<file path="config.mk">
export PLATFORM = sky130hd
export DESIGN_NAME = if_stage_flat
export DESIGN_NICKNAME = d
export VERILOG_FILES = /design/src/rtl/if_stage_pkg.sv /design/src/rtl/if_stage_if.sv /design/src/rtl/fetch_skid_buf.sv /design/src/rtl/if_stage.sv /design/src/flat_wrapper.sv
export SDC_FILE = /design/constraint.sdc
export NUM_CORES = 1
export LEC_CHECK = 0
export ABC_AREA = 1
export CORE_ASPECT_RATIO = 0.7
export CORE_UTILIZATION = 25
export CTS_BUF_LIST = sky130_fd_sc_hd__clkbuf_8
export DETAILED_ROUTE_END_ITERATION = 12
export SLEW_MARGIN = 5
export SYNTH_ARGS = -nofsm -noshare
export SYNTH_HDL_FRONTEND = slang
export SYNTH_SLANG_ARGS = --single-unit
</file>
<file path="constraint.sdc">
create_clock -name clk -period 1.45 [get_ports clk]
set_input_delay 0.145 -clock clk [delete_from_list [all_inputs] [get_ports clk]]
set_output_delay 0.145 -clock clk [all_outputs]
set_load 0.02 [all_outputs]
</file>
<file path="src/rtl/if_stage_pkg.sv">
`default_nettype none
// +--------------------------------------------------------------------+
// | if_stage_pkg : fetch-stage state encodings and shared constants    |
// | rev 1.0                                                            |
// +--------------------------------------------------------------------+
package if_stage_pkg;

  typedef enum logic [1:0] {
    S_REQ  = 2'd0,
    S_WAIT = 2'd1,
    S_DROP = 2'd2
  } fetch_state_e;

  localparam logic [31:0] NOP_INST_DEF = 32'h0000_0013;

  function automatic logic [31:0] pc_plus4(input logic [31:0] pc);
    return pc + 32'd4;
  endfunction

endpackage
`default_nettype wire

</file>
<file path="src/rtl/if_stage_if.sv">
`default_nettype none
// +--------------------------------------------------------------------+
// | if_stage_if : req/ack instruction-memory port                      |
// | rev 1.0                                                            |
// +--------------------------------------------------------------------+
interface if_stage_if;
  logic        req;
  logic [31:0] addr;
  logic        ack;
  logic [31:0] rdata;

  modport master (output req, output addr, input ack, input rdata);
  modport slave  (input req, input addr, output ack, output rdata);
endinterface
`default_nettype wire

</file>
<file path="src/rtl/fetch_skid_buf.sv">
`default_nettype none
// +--------------------------------------------------------------------+
// | fetch_skid_buf : one-entry {valid,inst,pc} holding register        |
// | rev 1.0                                                            |
// +--------------------------------------------------------------------+
module fetch_skid_buf (
  input  wire logic        clk,
  input  wire logic        rst,
  input  wire logic        load,
  input  wire logic        take,
  input  wire logic        clear,
  input  wire logic [31:0] in_inst,
  input  wire logic [31:0] in_pc,
  output logic             valid,
  output logic [31:0]      inst,
  output logic [31:0]      pc
);

  // clear (flush) beats load, load beats take
  always_ff @(posedge clk) begin
    if (rst) begin
      valid <= 1'b0;
      inst  <= '0;
      pc    <= '0;
    end else if (clear) begin
      valid <= 1'b0;
    end else if (load) begin
      valid <= 1'b1;
      inst  <= in_inst;
      pc    <= in_pc;
    end else if (take) begin
      valid <= 1'b0;
    end
  end

endmodule
`default_nettype wire

</file>
<file path="src/rtl/if_stage.sv">
`default_nettype none
// +--------------------------------------------------------------------+
// | if_stage : RV32I instruction fetch, PC owner, IF/ID register       |
// | rev 1.0                                                            |
// +--------------------------------------------------------------------+
module if_stage
  import if_stage_pkg::*;
#(
  parameter logic [31:0] RESET_PC = 32'h0000_0000,
  parameter logic [31:0] NOP_INST = NOP_INST_DEF
) (
  input  wire logic        clk,
  input  wire logic        rst,
  if_stage_if.master       imem,
  input  wire logic        redirect_valid,
  input  wire logic [31:0] redirect_pc,
  input  wire logic        id_stall,
  output logic             if_id_valid,
  output logic [31:0]      if_id_inst,
  output logic [31:0]      if_id_pc,
  output logic [31:0]      if_id_pc4
);

  fetch_state_e state, state_n;
  logic [31:0]  pc, pc_n, tgt, tgt_n, rpc;
  logic         advance, ack_ok;
  logic         src_mem, src_skid, bubble;
  logic         skid_load, skid_take, skid_clear;
  logic         skid_valid;
  logic [31:0]  skid_inst, skid_pc;

  assign rpc      = redirect_pc & ~32'h3;
  assign advance  = !if_id_valid || !id_stall;
  assign imem.req  = !rst && (state != S_WAIT);
  assign imem.addr = pc;
  // acks outside an open request are ignored
  assign ack_ok   = imem.ack && (state != S_WAIT);

  fetch_skid_buf u_skid (
    .clk     (clk),
    .rst     (rst),
    .load    (skid_load),
    .take    (skid_take),
    .clear   (skid_clear),
    .in_inst (imem.rdata),
    .in_pc   (pc),
    .valid   (skid_valid),
    .inst    (skid_inst),
    .pc      (skid_pc)
  );

  always_ff @(posedge clk) begin
    if (rst) begin
      state <= S_REQ;
      pc    <= RESET_PC & ~32'h3;
      tgt   <= '0;
    end else begin
      state <= state_n;
      pc    <= pc_n;
      tgt   <= tgt_n;
    end
  end

  always_comb begin
    state_n    = state;
    pc_n       = pc;
    tgt_n      = tgt;
    src_mem    = 1'b0;
    src_skid   = 1'b0;
    bubble     = 1'b0;
    skid_load  = 1'b0;
    skid_take  = 1'b0;
    skid_clear = 1'b0;
    if (redirect_valid) begin
      bubble     = 1'b1;
      skid_clear = 1'b1;
      case (state)
        S_REQ: begin
          if (ack_ok) pc_n = rpc;
          else begin
            tgt_n   = rpc;
            state_n = S_DROP;
          end
        end
        S_WAIT: begin
          pc_n    = rpc;
          state_n = S_REQ;
        end
        S_DROP: begin
          tgt_n = rpc;
          if (ack_ok) begin
            pc_n    = rpc;
            state_n = S_REQ;
          end
        end
        default: state_n = S_REQ;
      endcase
    end else begin
      case (state)
        S_REQ: begin
          if (ack_ok) begin
            pc_n = pc_plus4(pc);
            if (advance) src_mem = 1'b1;
            else begin
              skid_load = 1'b1;
              state_n   = S_WAIT;
            end
          end else if (advance) begin
            bubble = 1'b1;
          end
        end
        S_WAIT: begin
          if (advance) begin
            if (skid_valid) begin
              src_skid  = 1'b1;
              skid_take = 1'b1;
            end else begin
              bubble = 1'b1;
            end
            state_n = S_REQ;
          end
        end
        S_DROP: begin
          if (advance) bubble = 1'b1;
          if (ack_ok) begin
            pc_n    = tgt;
            state_n = S_REQ;
          end
        end
        default: state_n = S_REQ;
      endcase
    end
  end

  always_ff @(posedge clk) begin
    if (rst) begin
      if_id_valid <= 1'b0;
      if_id_inst  <= NOP_INST;
      if_id_pc    <= '0;
      if_id_pc4   <= '0;
    end else if (bubble) begin
      if_id_valid <= 1'b0;
      if_id_inst  <= NOP_INST;
    end else if (src_mem) begin
      if_id_valid <= 1'b1;
      if_id_inst  <= imem.rdata;
      if_id_pc    <= pc;
      if_id_pc4   <= pc_plus4(pc);
    end else if (src_skid) begin
      if_id_valid <= 1'b1;
      if_id_inst  <= skid_inst;
      if_id_pc    <= skid_pc;
      if_id_pc4   <= pc_plus4(skid_pc);
    end
  end

endmodule
`default_nettype wire

</file>
<file path="src/flat_wrapper.sv">
// flat-port wrapper written by rule: the top's interface ports become plain ports
module if_stage_flat import if_stage_pkg::*;
#(
  parameter logic [31:0] RESET_PC = 32'h0000_0000,
  parameter logic [31:0] NOP_INST = NOP_INST_DEF
)
  (clk, rst, redirect_valid, redirect_pc, id_stall, if_id_valid, if_id_inst, if_id_pc, if_id_pc4, imem_req, imem_addr, imem_ack, imem_rdata);
  if_stage_if imem_i ();
  input  wire logic clk;
  input  wire logic rst;
  input  wire logic redirect_valid;
  input  wire logic [31:0] redirect_pc;
  input  wire logic id_stall;
  output logic if_id_valid;
  output logic [31:0] if_id_inst;
  output logic [31:0] if_id_pc;
  output logic [31:0] if_id_pc4;
  output wire logic [$bits(imem_i.req)-1:0] imem_req;
  output wire logic [$bits(imem_i.addr)-1:0] imem_addr;
  input wire logic [$bits(imem_i.ack)-1:0] imem_ack;
  input wire logic [$bits(imem_i.rdata)-1:0] imem_rdata;
  assign imem_req = imem_i.req;
  assign imem_addr = imem_i.addr;
  assign imem_i.ack = imem_ack;
  assign imem_i.rdata = imem_rdata;
  if_stage #(.RESET_PC(RESET_PC), .NOP_INST(NOP_INST)) u_core (.clk(clk), .rst(rst), .imem(imem_i), .redirect_valid(redirect_valid), .redirect_pc(redirect_pc), .id_stall(id_stall), .if_id_valid(if_id_valid), .if_id_inst(if_id_inst), .if_id_pc(if_id_pc), .if_id_pc4(if_id_pc4));
endmodule
</file>
# == Word level (Yosys, flattened, before mapping) ==
# Index checks and enable logic that the tools add are counted.
# totals
register_bits,228
in_bits,69
output_inout_bits,130
elab_cells,88
# op_classes
n_addsub,2
n_eq_ne,11
n_mux,44
bitwise_logic,2
n_reduce_logical,19
# ops
cell,count
32-bit two-way mux,11
32-bit case mux with 2 select lines,3
32-bit by 3-bit adder with 32-bit output (second input constant),2
1-bit two-way mux,21
3-bit by 2-bit inequality test with 1-bit output (second input constant),5
2-bit two-way mux,6
3-bit inequality test (second input constant),2
2-bit case mux with 3 select lines,1
2-bit nonzero test,3
2-bit OR reduction,3
5-bit AND reduction,1
2-bit case mux with 2 select lines,1
2-bit AND reduction,2
4-bit AND reduction,1
1-bit logical NOT,3
1-bit case mux with 3 select lines,1
3-bit AND reduction,1
3-bit nonzero test,1
2-bit by 1-bit equality test with 1-bit output (second input constant),1
2-bit equality test (second input constant),1
1-bit logical AND,2
2-bit logical NOT,1
2-bit by 1-bit inequality test with 1-bit output (second input constant),1
2-bit inequality test (second input constant),1
other kinds (2),3

# == Depth between registers and ports, before layout ==
# logic_depth
ltp_word,8
mapped_depth,12
mapped_depth_nobuf,12

# == Modules after synthesis ==
# From an unflattened synthesis, not the netlist that was laid out.
# hier_totals
cells_unflattened,1771
hier_area_um2,11478.5
# by_module_without_submodules
mod,instances,cells_each,area_per_inst_um2
if_stage,1,1351,8649.5
fetch_skid_buf,1,420,2829.0

# == Worst setup path after synthesis ==
# No wires, ideal clock.
# synth_timing
kind,reg-to-reg
startpoint,"register u_core.pc[3], in the netlist u_core.imem.addr[3]"
endpoint,register u_core.if_id_pc4[22]
setup_ps,117
arrival_ps,1615
required_time_ps,1333
setup_slack_ps,-282
stages_incl_launch_ff,11
n_path_buf,0
period_less_slack_ps,1732
cell_sequence,dfxtp_1 ha_1 nand2_2 nor2_4 nand2_4 nor2_8 nand3_1 nand3_1 nand2_1 a21oi_1 nor2_1
# synth_via
elab_chain_len,2
# synth_lines
item,line_no,rtl
start: declaration,if_stage.sv:25,"logic [31:0] pc, pc_n, tgt, tgt_n, rpc;"
start signal: assignment,if_stage.sv:55,pc <= RESET_PC & ~32'h3;
start signal: assignment,if_stage.sv:59,pc <= pc_n;
32-bit by 3-bit adder with 32-bit output,if_stage_pkg.sv:17,return pc + 32'd4;
32-bit two-way mux,if_stage.sv:144,end else if (src_mem) begin
end signal: assignment,if_stage.sv:148,if_id_pc4 <= pc_plus4(pc);
end signal: assignment,if_stage.sv:153,if_id_pc4 <= pc_plus4(skid_pc);
end: declaration,if_stage.sv:21,output logic [31:0] if_id_pc4
# No other way between the ends.
# A chain may end at the register's enable or synchronous reset.

# == Worst setup path after layout ==
# layout_timing
startpoint,"register u_core.pc[2], in the netlist u_core.imem.addr[2]"
endpoint,"register u_core.pc[16], in the netlist u_core.imem.addr[16]"
# layout_via
elab_chain_len,4
# layout_lines
item,line_no,rtl
32-bit by 3-bit adder with 32-bit output,if_stage_pkg.sv:17,
32-bit two-way mux,if_stage.sv:101,if (ack_ok) begin
32-bit case mux with 2 select lines,if_stage.sv:99,case (state)
32-bit two-way mux,if_stage.sv:74,if (redirect_valid) begin
# No other way between the ends. The select of a mux whose other input is x is not followed.

==> flow_metrics.env <==
export IMPL_wl_met1_um=23350
export IMPL_grt_first_pass_wirelength_um=75290
export IMPL_top_layer="met5"
export IMPL_overflow=0
export IMPL_fill_cells=3849
export IMPL_power_switching_mw=4.854
export IMPL_finalHoldViolCount=0
export IMPL_ys_seq_elements=218
export IMPL_ant_nets=0
export IMPL_core_um2=41580
export IMPL_switching_share_pct=30.83
export IMPL_worstSetupEndpointType="flop"
export IMPL_route_vias_total=12910
export IMPL_cts_root_buf="clkbuf_8"
export IMPL_syn_avg_cell_area_um2=6.912
export IMPL_period_minus_slack_ns=1.760
export IMPL_synth_edf_count=0
export IMPL_path_clk_slew_ns=0.06
export IMPL_start_kind="flop"
export IMPL_totalPowerFinal_mw=15.75
export IMPL_globalplace_congestion=0.8988
export IMPL_clk_latency_ns=0.56
export IMPL_synthArstFlopShare_pct=0
export IMPL_combPwrFrac_pct=22.2
export IMPL_drive_above_1_share_pct=46.49
export IMPL_grt_max_degree=57
export IMPL_wl_met2_um=21900
export IMPL_dieArea_um2=43530
export IMPL_fin_crit_sh_pct=121.4
export IMPL_synth_cells=1544
export IMPL_rrSetupSlack_ns=-0.31
export IMPL_start_util_pct=25.67
export IMPL_setup_violations=220
export IMPL_leakage_nw=8.297
export IMPL_synth_top_area_cell="dfxtp_1"
export IMPL_totalWireLength_um=50680
export IMPL_max_freq_mhz=568.1
export IMPL_hold_buffers=0
export IMPL_cts_buffer_depth=3
export IMPL_outcome="complete, but fails checks"
export IMPL_drv_cap=0
export IMPL_io_buffers=190
export IMPL_violations="negative setup slack"
export IMPL_grt_pass1_vias=12790
export IMPL_fp_dieH_um=174.9
export IMPL_fin_ws_ns=-0.3101
export IMPL_ys_types=44
export IMPL_num_rows=62
export IMPL_cp_arrival_ns=2.23
export IMPL_p_int_mw=10.89
export IMPL_yosys_warnings=0
export IMPL_ir_drop_uv=473.7
export IMPL_rsz0062_at_grt="yes"
export IMPL_clock_skew_ns=0.02031
export IMPL_min_path_type="input pin to flop"
export IMPL_cts_made_buffers=40
export IMPL_crit_type="flop to flop"
export IMPL_yosys_area_top_type_share_pct=40.90
export IMPL_drt_iter0_markers=1170
export IMPL_die_x_um=248.9
export IMPL_fin_nets=2104
export IMPL_ys_seq_area_share_pct=40.90
export IMPL_power_density_nw_per_um2=802.3
export IMPL_power_frac_clock_pct=36.9
export IMPL_wl_per_cell_um=19.51
export IMPL_final_max_slew_violation_count=0
export IMPL_cts_max_level=2
export IMPL_num_io_pins=199
export IMPL_diodes=0
export IMPL_syn_area_um2=10670
export IMPL_critPathMaxFanout=3
export IMPL_firstDrtPassIters=6
export IMPL_routed_wl_met3_um=3728
export IMPL_fin_hold_ws_ns=0.2166
export IMPL_track_usage_pct=22.21
export IMPL_synth_flop_cell="dfxtp_1"
export IMPL_dpl_worst_slack_ns=-0.4867
export IMPL_p_seq_share_pct=40.9
export IMPL_synth_area_leaders="dfxtp_1, nand2_1, o21ai_0, nor2_1, a21oi_1"
export IMPL_drc_errors=0
export IMPL_crit_required_ns=1.92
export IMPL_drt_vias_per_instance=4.970
export IMPL_syn_to_final_growth_pct=83.91
export IMPL_dp_hpwl_um=31440
export IMPL_numClockSinks=218
export IMPL_cts_tree="built"
export IMPL_grt_antenna_before_repair=2
==> synth_stat cells, types with 3 or more instances <==
cell type,n
a21oi_1,126
a22oi_1,32
a31oi_1,32
buf_2,35
buf_4,9
buf_6,5
clkbuf_1,50
dfxtp_1,218
inv_1,119
inv_2,5
nand2_1,342
nand2_2,11
nand3_1,54
nand3b_1,3
nand4_1,7
nor2_1,175
nor2_2,5
nor2_4,10
nor3_1,6
o211ai_1,8
o21ai_0,208
o21ai_1,4
o21bai_1,5
or2_2,28
xor2_1,22
==> critical path, stage by stage (launching register included) <==
cell	delay [ns]
dfxtp_4	0.39
ha_4	0.14
nand2_2	0.06
nor2_4	0.13
nand2_2	0.11
nor2_4	0.15
xor2_2	0.24
buf_4	0.16
nand2_1	0.04
nand2_1	0.06
nand2_1	0.05
a21oi_1	0.14
==> timing repair <==
item,CTS,global route
pin swaps,116,123
gates cloned,41,5
endpoints found under the setup margin,339,253
endpoints found under the hold margin,0,0
resized for setup,728,414
buffers inserted,63,39
==> cell usage in the layout (no fill, tap or decap), types with 24 or more instances in the layout <==
cell,n
nor2_4,42
dfxtp_2,24
dlygate4sd2_1,65
a21oi_2,56
buf_4,192
a31oi_1,32
o21ai_2,99
nand3_2,26
nand2_2,69
or2_2,26
buf_6,86
buf_12,34
nor2_2,27
o21ai_0,74
dfxtp_1,184
clkdlybuf4s50_1,66
inv_1,117
buf_16,26
nand2_4,44
nand2_1,240
a21oi_1,69
nor2_1,121
clkbuf_8,50
==> cell type report <==
type                    count  area [um2]  area share, %
well taps                 544       680.7          3.468
repair buffers            538        5766          29.38
flip-flops and latches    218        4432          22.58
inverters                 126       539.3          2.748
clock inverters            13       52.55         0.2678
multi-input cells        1107        7446          37.94
clock buffers              50       688.2          3.506
repair inverters            2       22.52         0.1148
==> registers in the layout, summed over array words and instances, names as in the netlist <==
signal / count
u_core.imem.addr: 30
u_core.tgt: 30
u_core.if_id_valid: 1
u_core.u_skid.valid: 1
u_core.if_id_pc: 30
u_core.if_id_inst: 32
u_core.u_skid.pc: 30
u_core.if_id_pc4: 30
u_core.state: 2
u_core.u_skid.inst: 32
==> kinds of logic (layout without fill, tap and decap cells) <==
| logic type | after synthesis | count (layout) | share of synthesized area [%] |
|---|---|---|---|
| xor+xnor | 25 | 25 | 2.122 |
| fa+ha+maj | 2 | 2 | 0.2345 |
| other cells | 1 | 6 | 0.03514 |
| simple gates | 653 | 654 | 26.42 |
| flops | 218 | 218 | 40.90 |
| compound gates | 420 | 420 | 21.28 |
| buf+inv | 225 | 729 | 9.016 |
==> power groups by stage <==
stage | logic (mW) | clock network (mW) | registers (mW)
after global routing | 3.67 | 6.16 | 6.46
final | 3.49 | 5.81 | 6.44
after CTS | 3.13 | 5.86 | 6.41
after global placement | 2.46 | 0 | 6.53
after floorplan | 0.891 | 0 | 6.75
after detailed placement | 2.48 | 0 | 6.54
==> routing by layer <==
layer	vias up	global-route usage, %
met1	6220	31.21
met5	-	0
met2	482	32.96
met3	119	5.497
met4	2	7.298
li1	6090	-
==> metrics by stage <==
| stage | instance area, um2 | std cells | setup TNS [ns] | utilization [%] |
|---|---|---|---|---|
| global placement | 14890 | 2423 | -70.64 | 35.80 |
| floorplan | 10770 | 1549 | -0.4692 | - |
| global route | 19630 | 2598 | -51.54 | 47.20 |
| finish | 19630 | 2598 | -36.97 | 47.20 |
| detailed placement | 14890 | 2423 | -81.63 | 35.80 |
| CTS | 18400 | 2580 | -34.11 | 44.26 |
==> path summary, 6_finish.rpt <==
| kind | start | end | depth (start not counted) |
|---|---|---|---|
| max | u_core.imem.addr[2]$_SDFFE_PP0P_ | u_core.imem.addr[16]$_SDFFE_PP0P_ | 11 |
| min | imem_rdata[17] | u_core.u_skid.inst[17]$_SDFFE_PP0P_ | 3 |
| min reg2reg | u_core.tgt[24]$_SDFFE_PP0P_ | u_core.tgt[24]$_SDFFE_PP0P_ | 2 |
| max reg2reg | u_core.imem.addr[2]$_SDFFE_PP0P_ | u_core.imem.addr[16]$_SDFFE_PP0P_ | 11 |
No activity file was read; power rests on OpenSTA's default activity.
==> edit: new RTL, same flow settings <==
Make the reset (`rst`) asynchronous in 3 clocked blocks.
--- a/src/rtl/fetch_skid_buf.sv
+++ b/src/rtl/fetch_skid_buf.sv
@@ -17,7 +17,7 @@
 );
 
   // clear (flush) beats load, load beats take
-  always_ff @(posedge clk) begin
+  always_ff @(posedge clk or posedge rst) begin
     if (rst) begin
       valid <= 1'b0;
       inst  <= '0;
--- a/src/rtl/if_stage.sv
+++ b/src/rtl/if_stage.sv
@@ -49,7 +49,7 @@
     .pc      (skid_pc)
   );
 
-  always_ff @(posedge clk) begin
+  always_ff @(posedge clk or posedge rst) begin
     if (rst) begin
       state <= S_REQ;
       pc    <= RESET_PC & ~32'h3;
@@ -132,7 +132,7 @@
     end
   end
 
-  always_ff @(posedge clk) begin
+  always_ff @(posedge clk or posedge rst) begin
     if (rst) begin
       if_id_valid <= 1'b0;
       if_id_inst  <= NOP_INST;
Behaviour: not the same (a bounded check fails within 4 cycles, from zero or initial values and one cycle with rst high; the reset may be asserted at any time).
==> edit against the unedited design <==
- wire length grew 3.6%
- area after synthesis increased by 7.3%
- worst setup slack got worse by 0.11 ns
- design area is 2.4% higher
- critical path type unchanged
- sequential cell count unchanged
- sequential share of layout area is 4.6 points higher
- the flow still finishes with violations (negative setup slack)
- cell count is 2.9% higher
Power is not compared: it rests on default switching activity, and its combinational part moved more than twofold at a synthesized area within 25%.
==> edit: results (changes against the unedited design) <==
vias in the first global route=12,000 (was 12,800); Worst Path Arrival=2.31 ns (was 2.23 ns); metal2 WL=23.1 mm (was 21.9 mm); wl on met1=24.1 mm (was 23.4 mm); run status=finished with violations (unchanged); drt total wl=52.5 mm (was 50.7 mm); predominant post-synthesis flop cell=dfrtp_1 (was dfxtp_1); Worst Skew=0.0297 ns (was 0.0203 ns); Worst Path Max Fanout=5 (was 3); initial antenna violation count=0 (was 2); failing checks=negative setup slack (unchanged); Met3 Wirelength=4.31 mm (was 3.73 mm); Num CTS Buffers=39 (was 40); Synth Area in Compound Gates=12.7% (was 21.3%); mux contribution to synthesized area=1.08% (was 0%); Routability Congestion=0.966 (was 0.899); GRT Total Usage=19.5% (was 22.2%); Total Nets Final=2,114 (was 2,104); reg2reg end=u_core.if_id_pc[24] (was u_core.imem.addr[16]); post-synthesis sequential area ratio=47.7% (was 40.9%); setup TNS=-47.06 ns (was -36.97 ns); Post-DP Area=0.0156 mm² (was 0.0149 mm²); Worst R2R Path Depth=10 (was 11); r2r startpoint=u_core.state[0] (was u_core.imem.addr[2]); final worst slack=-0.418 ns (was -0.310 ns); Synth top cells by count=609 x nand2_1, 215 x dfrtp_1, 158 x o21ai_0 (was 342 x nand2_1, 218 x dfxtp_1, 208 x o21ai_0); M3 GR Usage=4.08% (was 5.50%); Initial DRC Count=1,014 (was 1,170); first-pass GRT wire length=69.9 mm (was 75.3 mm); final setup violating endpoints=222 (was 220); dpl cells=2,499 (was 2,423); max layer used=met4 (was met5); Post-CTS Resized=559 (was 728); Post-synth ARST share=100% (was 0%); wire per inst=19.6 µm (was 19.5 µm); Worst-Skew Late Latency=0.58 ns (was 0.56 ns); Area contributors post-synth=dfrtp_1 47%, nand2_1 20%, o21ai_0 6.9%, inv_1 4.4%, nand3_1 3.7% (was dfxtp_1 41%, nand2_1 12%, o21ai_0 9.8%, nor2_1 6.2%, a21oi_1 5.9%); layout cell share with drive strength beyond 1=42.2% (was 46.5%); Post-CTS Setup Repair Bufs=43 (was 63); unique cell type count in the Yosys netlist=34 (was 44); DP Wirelength=32.3 mm (was 31.4 mm); met1 Use GR=28.6% (was 31.2%); CP max stage cell=dfrtp_1 (was dfxtp_4); Peak VDD IR=598 µV; largest net degree at the start of global routing=64 (was 57); M2 GR Usage=29.2% (was 33.0%); XOR/XNOR Fraction of Synth Area=1.15% (was 2.12%); Adder-Cell Fraction of Synth Area=0.219% (was 0.234%); Hold Slack=0.131 ns (was 0.217 ns); Hold Path Class=in2async (was in2reg); Layout fillers=4,328 (was 3,849); routed vias/inst=4.81 (was 4.97); Syn Area/Cell=7.28 µm² (was 6.91 µm²); Setup WS pre-CTS=-0.508 ns (was -0.487 ns)
## edit: where the power goes
part           switching, mW  leakage [nW]  internal [mW]
Combinational           4.37          6.32           3.78
Sequential              1.12          2.77           7.18
Clock                   2.80         0.461           3.39
## edit: worst max-delay path by stage
stage / cells after the start / to / slack, ns / startpoint
finish: 10 / u_core.if_id_pc[24] / -0.42 / u_core.state[0]
global route: 9 / u_core.if_id_pc4[10] / -0.44 / u_core.imem.addr[3]
CTS: 9 / u_core.if_id_pc4[10] / -0.33 / u_core.imem.addr[3]
detailed placement: 7 / u_core.if_id_pc[9] / -0.51 / imem_ack
global placement: 7 / u_core.if_id_pc[9] / -0.42 / imem_ack
floorplan: 1 / u_core.if_id_inst[10] / -1.53 / rst
## edit: cell type report
class	count	share of cell area [%]
clock inverters	19	0.660
clock buffers	49	3.36
flip-flops and latches	218	27.2
multi-input cells	1141	34.3
repair inverters	3	0.262
inverters	140	2.82
repair buffers	500	27.6
well taps	603	3.76
